[src/rtl/fight_resolver.sv]
`default_nettype none
// +----------------------------------------------------------------------------+
// | fight_resolver: per-frame hit detection, health/hitstun, round FSM         |
// | Optional: GUARD_EN enables guard blocking (chip damage, half hitstun)      |
// | Rev 1.0                                                                    |
// +----------------------------------------------------------------------------+
module fight_resolver #(
  parameter int POS_WIDTH       = 10,
  parameter int HP_MAX          = 100,
  parameter int DMG_LIGHT       = 5,
  parameter int DMG_HEAVY       = 12,
  parameter int REACH_LIGHT     = 40,
  parameter int REACH_HEAVY     = 64,
  parameter int Y_TOL           = 24,
  parameter int HIT_FRAME_LIGHT = 3,
  parameter int HIT_FRAME_HEAVY = 6,
  parameter int HITSTUN_FRAMES  = 12,
  parameter int INTRO_FRAMES    = 60,
  parameter int KO_FRAMES       = 90
) (
  input  logic                 clk,
  input  logic                 reset,
  input  logic                 SCEN,
  input  logic                 start,
  input  logic [POS_WIDTH-1:0] p1_x,
  input  logic [POS_WIDTH-1:0] p2_x,
  input  logic [POS_WIDTH-1:0] p1_y,
  input  logic [POS_WIDTH-1:0] p2_y,
  input  logic                 p1_face_right,
  input  logic                 p2_face_right,
  input  logic                 p1_attack_active,
  input  logic                 p2_attack_active,
  input  logic [1:0]           p1_attack_type,
  input  logic [1:0]           p2_attack_type,
  input  logic [5:0]           p1_attack_frame,
  input  logic [5:0]           p2_attack_frame,
  input  logic                 p1_guard,
  input  logic                 p2_guard,
  output logic                 p1_hitstun,
  output logic                 p2_hitstun,
  output logic [7:0]           p1_health,
  output logic [7:0]           p2_health,
  output logic [1:0]           round_state,
  output logic [1:0]           winner,
  output logic                 controls_enable,
  output logic [1:0]           hit_event
);

  localparam int CNT_MAX = (INTRO_FRAMES > KO_FRAMES) ? INTRO_FRAMES : KO_FRAMES;
  localparam int CNT_W   = $clog2(CNT_MAX + 1);
  localparam int HS_W    = $clog2(HITSTUN_FRAMES + 1);

  typedef enum logic [1:0] {
    ST_IDLE   = 2'd0,
    ST_INTRO  = 2'd1,
    ST_FIGHT  = 2'd2,
    ST_KO_END = 2'd3
  } round_t;

  round_t            round_q, round_d;
  logic              ko_done_q, ko_done_d;
  logic [CNT_W-1:0]  cnt_q, cnt_d;
  logic [7:0]        p1_hp_q, p1_hp_d, p2_hp_q, p2_hp_d;
  logic [HS_W-1:0]   p1_stun_q, p1_stun_d, p2_stun_q, p2_stun_d;
  logic [1:0]        winner_q, winner_d;
  logic [1:0]        hit_event_q, hit_event_d;
  logic              controls_q;

  logic              hit_p1, hit_p2;
  logic [7:0]        dmg_p1, dmg_p2;
  logic [HS_W-1:0]   stun_p1, stun_p2;

  function automatic logic hit_check(
    input logic [POS_WIDTH-1:0] xa, ya, xd, yd,
    input logic                 face_right,
    input logic                 active,
    input logic [1:0]           atype,
    input logic [5:0]           aframe,
    input logic [HS_W-1:0]      d_stun
  );
    logic [POS_WIDTH-1:0] dx, dy;
    logic on_frame, in_reach, facing;
    dx       = (xa >= xd) ? (xa - xd) : (xd - xa);
    dy       = (ya >= yd) ? (ya - yd) : (yd - ya);
    on_frame = 1'b0;
    in_reach = 1'b0;
    case (atype)
      2'd1: begin
        on_frame = (aframe == 6'(HIT_FRAME_LIGHT));
        in_reach = (dx <= POS_WIDTH'(REACH_LIGHT));
      end
      2'd2: begin
        on_frame = (aframe == 6'(HIT_FRAME_HEAVY));
        in_reach = (dx <= POS_WIDTH'(REACH_HEAVY));
      end
      default: ;
    endcase
    facing = face_right ? (xd >= xa) : (xd <= xa);
    return active && on_frame && in_reach && (dy <= POS_WIDTH'(Y_TOL)) && facing &&
           (d_stun == '0);
  endfunction

  function automatic logic [7:0] sat_sub(input logic [7:0] hp, input logic [7:0] dmg);
    return (hp <= dmg) ? 8'd0 : (hp - dmg);
  endfunction

  always_comb begin
    dmg_p1  = (p2_attack_type == 2'd2) ? 8'(DMG_HEAVY) : 8'(DMG_LIGHT);
    dmg_p2  = (p1_attack_type == 2'd2) ? 8'(DMG_HEAVY) : 8'(DMG_LIGHT);
    stun_p1 = HS_W'(HITSTUN_FRAMES);
    stun_p2 = HS_W'(HITSTUN_FRAMES);
`ifdef GUARD_EN
    // A guarding defender that is not itself attacking only takes chip damage
    if (p1_guard && !p1_attack_active) begin
      dmg_p1  = 8'd1;
      stun_p1 = HS_W'(HITSTUN_FRAMES / 2);
    end
    if (p2_guard && !p2_attack_active) begin
      dmg_p2  = 8'd1;
      stun_p2 = HS_W'(HITSTUN_FRAMES / 2);
    end
`endif
  end

`ifndef GUARD_EN
  logic unused_guard;
  assign unused_guard = p1_guard ^ p2_guard;
`endif

  always_comb begin
    round_d     = round_q;
    ko_done_d   = ko_done_q;
    cnt_d       = cnt_q;
    p1_hp_d     = p1_hp_q;
    p2_hp_d     = p2_hp_q;
    p1_stun_d   = p1_stun_q;
    p2_stun_d   = p2_stun_q;
    winner_d    = winner_q;
    hit_event_d = 2'b00;
    hit_p1      = 1'b0;
    hit_p2      = 1'b0;
    if (SCEN) begin
      p1_stun_d = (p1_stun_q != '0) ? (p1_stun_q - 1'b1) : '0;
      p2_stun_d = (p2_stun_q != '0) ? (p2_stun_q - 1'b1) : '0;
      case (round_q)
        ST_IDLE, ST_KO_END: begin
          if (round_q == ST_KO_END && !ko_done_q) begin
            if (cnt_q == CNT_W'(KO_FRAMES - 1)) ko_done_d = 1'b1;
            else                                 cnt_d     = cnt_q + 1'b1;
          end else if (start) begin
            round_d   = ST_INTRO;
            ko_done_d = 1'b0;
            cnt_d     = '0;
            p1_hp_d   = 8'(HP_MAX);
            p2_hp_d   = 8'(HP_MAX);
            p1_stun_d = '0;
            p2_stun_d = '0;
            winner_d  = 2'd0;
          end
        end
        ST_INTRO: begin
          if (cnt_q == CNT_W'(INTRO_FRAMES - 1)) begin
            round_d = ST_FIGHT;
            cnt_d   = '0;
          end else begin
            cnt_d = cnt_q + 1'b1;
          end
        end
        ST_FIGHT: begin
          hit_p2 = hit_check(p1_x, p1_y, p2_x, p2_y, p1_face_right, p1_attack_active,
                             p1_attack_type, p1_attack_frame, p2_stun_q);
          hit_p1 = hit_check(p2_x, p2_y, p1_x, p1_y, p2_face_right, p2_attack_active,
                             p2_attack_type, p2_attack_frame, p1_stun_q);
          if (hit_p1) begin
            p1_hp_d   = sat_sub(p1_hp_q, dmg_p1);
            p1_stun_d = stun_p1;
          end
          if (hit_p2) begin
            p2_hp_d   = sat_sub(p2_hp_q, dmg_p2);
            p2_stun_d = stun_p2;
          end
          hit_event_d = {hit_p2, hit_p1};
          if (p1_hp_d == 8'd0 || p2_hp_d == 8'd0) begin
            round_d   = ST_KO_END;
            ko_done_d = 1'b0;
            cnt_d     = '0;
            if (p1_hp_d == 8'd0 && p2_hp_d == 8'd0) winner_d = 2'd3;
            else if (p1_hp_d == 8'd0)                winner_d = 2'd2;
            else                                     winner_d = 2'd1;
          end
        end
        default: ;
      endcase
    end
  end

  always_ff @(posedge clk or negedge reset) begin
    if (!reset) begin
      round_q     <= ST_IDLE;
      ko_done_q   <= 1'b0;
      cnt_q       <= '0;
      p1_hp_q     <= 8'(HP_MAX);
      p2_hp_q     <= 8'(HP_MAX);
      p1_stun_q   <= '0;
      p2_stun_q   <= '0;
      winner_q    <= 2'd0;
      hit_event_q <= 2'b00;
      controls_q  <= 1'b0;
    end else begin
      round_q     <= round_d;
      ko_done_q   <= ko_done_d;
      cnt_q       <= cnt_d;
      p1_hp_q     <= p1_hp_d;
      p2_hp_q     <= p2_hp_d;
      p1_stun_q   <= p1_stun_d;
      p2_stun_q   <= p2_stun_d;
      winner_q    <= winner_d;
      hit_event_q <= hit_event_d;
      controls_q  <= (round_d == ST_FIGHT);
    end
  end

  assign p1_hitstun      = (p1_stun_q != '0);
  assign p2_hitstun      = (p2_stun_q != '0);
  assign p1_health       = p1_hp_q;
  assign p2_health       = p2_hp_q;
  assign round_state     = round_q;
  assign winner          = winner_q;
  assign controls_enable = controls_q;
  assign hit_event       = hit_event_q;

endmodule
`default_nettype wire

[config.mk]
export PLATFORM = sky130hd
export DESIGN_NAME = fight_resolver
export DESIGN_NICKNAME = d
export VERILOG_FILES = /design/src/rtl/fight_resolver.sv
export SDC_FILE = /design/constraint.sdc
export NUM_CORES = 1
export LEC_CHECK = 0
export BUFFER_PORTS_ARGS = -buffer_cell sky130_fd_sc_hd__buf_4
export CORE_UTILIZATION = 50
export CTS_CLUSTER_DIAMETER = 40
export DETAILED_ROUTE_END_ITERATION = 6
export GPL_TIMING_DRIVEN = 0
export PLACE_DENSITY = 0.72
export SLEW_MARGIN = 20
export SYNTH_ARGS = -nofsm -noshare
export SYNTH_HDL_FRONTEND = slang
export SYNTH_SLANG_ARGS = --single-unit
[constraint.sdc]
create_clock -name clk -period 3.5 [get_ports clk]
set_input_delay 0.35 -clock clk [delete_from_list [all_inputs] [get_ports clk]]
set_output_delay 0.35 -clock clk [all_outputs]
set_load 0.02 [all_outputs]
==> out/metrics.yaml <==
diodes: 0
period_share_pct: 109
drtIter0Drc: 337
swShare_pct: 44.3
pre_cts_ws_ns: -1.26
cellPowerDensity_nw_per_um2: 298
critPathKind: "input pin to register"
dieArea_sq_um: 11200
synth_nets: 836
synth.distinct_cells: 86
cts_tree: "built"
h-tree-depth: 2
fmax_ghz: 0.263
dp.cells: 937
p_comb_share_pct: 60.1
synth_edf_count: 0
ir_drop_mv: 0.299
hpwl_mm: 11.6
ys_seq_area_share_pct: 18.3
critical_path.slowest_cell: "a211o_1"
antenna_left: 0
finalHoldViolations: 0
synth_ff_type: "dfrtp_1"
gp_congestion: 0.912
worst-r2r-cell-count: 11
required_ns: 3.69
drv_slew: 0
power.leakage_uw: 0.00320
vias: 5895
mostFrequentLayoutCells: "buf_4 (105), nand2_1 (62), inv_1 (59)"
arrival_ns: 4.00
layout_commonest_cell: "buf_4"
drc: 0
maxCapViolCount: 0
coreArea_sq_um: 10400
io_buffers: 88
syn_inst: 713
hold_buffers: 0
wl_mm: 15.6
rsz0062_at_grt: "yes"
nets: 960
grt_pass1_wl_mm: 25.0
fin_ws_ns: -0.308
ys_seq_elements: 39
yosysWarningCount: 0
holdCritPathClass: "input pin to asynchronous set/reset pin"
grt_util_all_layers_pct: 27.2
r2r_slack_ns: 0.10
p_clk_share_pct: 15.7
worst_setup_path_end_kind: "register"
p_int_uw: 1230
cp-start-kind: "input pin"
layout_min_cycle_time_ns: 3.81
run_status: "finished with violations"
wl_per_cell_microns: 16.0
grt_remaining_overflow: 0
slowest_delay_ns: 0.37
drt-vias-per-instance: 6.05
synth_area_per_cell_sq_um: 7.53
antenna_found_initial: 0
syn2layout_area_growth_pct: 38.2
grt_max_degree: 40
clock-sinks: 39
async_flop_share_pct: 100
fin_skew_ns: 0.00994
total_power_uw: 2210
clock_latency_ns: 0.30
setup_viol: 11
violations: "negative setup slack"
std_cell_rows: 37
worst_slew_pin_slew_ns: 1.22
layout-drive-gt1-share_pct: 33.3
clockBufferDepth: 2
relSlewSlack_pct: 17.7
seqPwrFrac_pct: 24.2
cts_root_buf: "clkbuf_8"
switchingPower_uw: 980
fp.dieW_microns: 106
die_y_microns: 106
cp_max_fo: 10
grt_pass1_vias: 5494
stdcell_count: 974
finalSetupTns_ns: -2.13
dr.pass1.iters: 7
path_cells: "buf_4 -> inv_2 -> ha_4 -> and3_4 -> and2_4 -> a211o_1 -> buf_4 -> buf_6 -> mux2i_1 -> o21ai_2 -> nor3b_1 -> nand4_1 -> buf_6 -> nor3_4 -> mux2i_2 -> a311oi_4 -> or2_4 -> mux2_4"
initial_core_util_pct: 51.8
clk_pin_slew_ns: 0.08
ios: 91
netlist_area_sq_um: 5370
numCtsBuffers: 5
[per-stage QoR]
| stage | utilization (%) | cell area (sq um) | hold WS (ns) |
|---|---|---|---|
| floorplan | - | 5570 | 0.0544 |
| global placement | 61.7 | 6400 | 0.354 |
| detailed placement | 61.7 | 6400 | 0.359 |
| CTS | 67.4 | 6990 | 0.0307 |
| global route | 71.5 | 7420 | 0.0517 |
| finish | 71.5 | 7420 | 0.0162 |
[timing repair]
| action | in CTS | in global routing |
|---|---|---|
| setup buffers | 25 | 8 |
| pin swaps | 39 | 29 |
| endpoints found under the setup margin | 13 | 18 |
| gates cloned | 1 | 0 |
| gates resized for setup | 84 | 81 |
[registers in the layout (all words and copies together) (netlist names)]
| register | cells |
|---|---|
| p1_health | 8 |
| p2_health | 8 |
| cnt_q | 7 |
| p1_stun_q | 4 |
| p2_stun_q | 4 |
| hit_event | 2 |
| round_state | 2 |
| winner | 2 |
| controls_enable | 1 |
| ko_done_q | 1 |
[cell type report]
type                            instances  area, sq um
Buffer                                 17          135
Fill cell                             829         2950
Sequential cell                        39          983
Timing Repair Buffer                  122          990
Tap cell                              136          170
Multi-Input combinational cell        584         4760
Clock buffer                            8          100
Inverter                               68          278
[power by group through the flow]
stage	logic [uW]	registers, uW	clock network, uW
2_1_floorplan	790	538	0
3_3_place_gp	1070	539	0
3_5_place_dp	1100	540	0
4_1_cts	1200	534	351
5_1_grt	1450	544	368
6_report	1330	536	347
[kinds of logic after synthesis]
kind of cell	count (synthesis)	share of synthesized area, %
AO/OA/AOI/OAI	233	29.8
XOR/XNOR	21	3.43
adder cells (fa/ha/maj)	57	13.6
buffers and inverters	90	7.08
flip-flops	39	18.3
multiplexers	15	3.01
AND/OR/NAND/NOR	258	24.8
[cells in the mapped netlist, drive strengths merged (9+ instances only)]
cell type,n,area [sq um]
nor4,12,75.1
a31oi,9,56.3
buf,12,86.3
dfrtp,33,826
nor2,55,206
xor2,10,87.6
o31ai,13,97.6
and3,11,73.8
mux2i,12,124
a21oi,56,284
nand2b,10,62.6
a21o,11,82.6
nand2,67,259
nor3,21,110
o21a,9,67.6
o21ai,58,290
inv,68,255
nor2b,12,75.1
nand3,19,95.1
or2,10,62.6
ha,55,688
xnor2,11,96.3
clkbuf,10,38.8
o211ai,11,82.6
[critical path, delay by kind of cell]
| family | cells | cell delay, ns |
|---|---|---|
| multiplexers | 3 | 0.82 |
| buffers and inverters | 5 | 0.70 |
| AND/OR/NAND/NOR | 6 | 1.25 |
| adder cells (fa/ha/maj) | 1 | 0.23 |
| AO/OA/AOI/OAI | 3 | 0.65 |
[routing by layer]
layer | up-vias | share of wire [%] | global-route usage (%)
met5 | - | 0 | 0
met4 | 0 | 2.5 | 9.33
met3 | 35 | 5.5 | 3.53
met2 | 206 | 47 | 44.7
met1 | 2794 | 45 | 36.8
li1 | 2860 | - | -
[path summary, 6_finish.rpt]
check                                          from                       end
min                                           reset  p2_health[7]$_DFFE_PN0P_
min in group clk                               SCEN    hit_event[0]$_DFF_PN0_
max reg2reg                p2_health[0]$_DFFE_PN0P_      cnt_q[0]$_DFFE_PN0P_
min reg2reg                p2_stun_q[3]$_DFFE_PN0P_  p2_stun_q[3]$_DFFE_PN0P_
max in group asynchronous                     reset  p1_health[2]$_DFFE_PN1P_
max                                         p1_x[8]      cnt_q[0]$_DFFE_PN0P_
(Power assumes the default switching activity.)
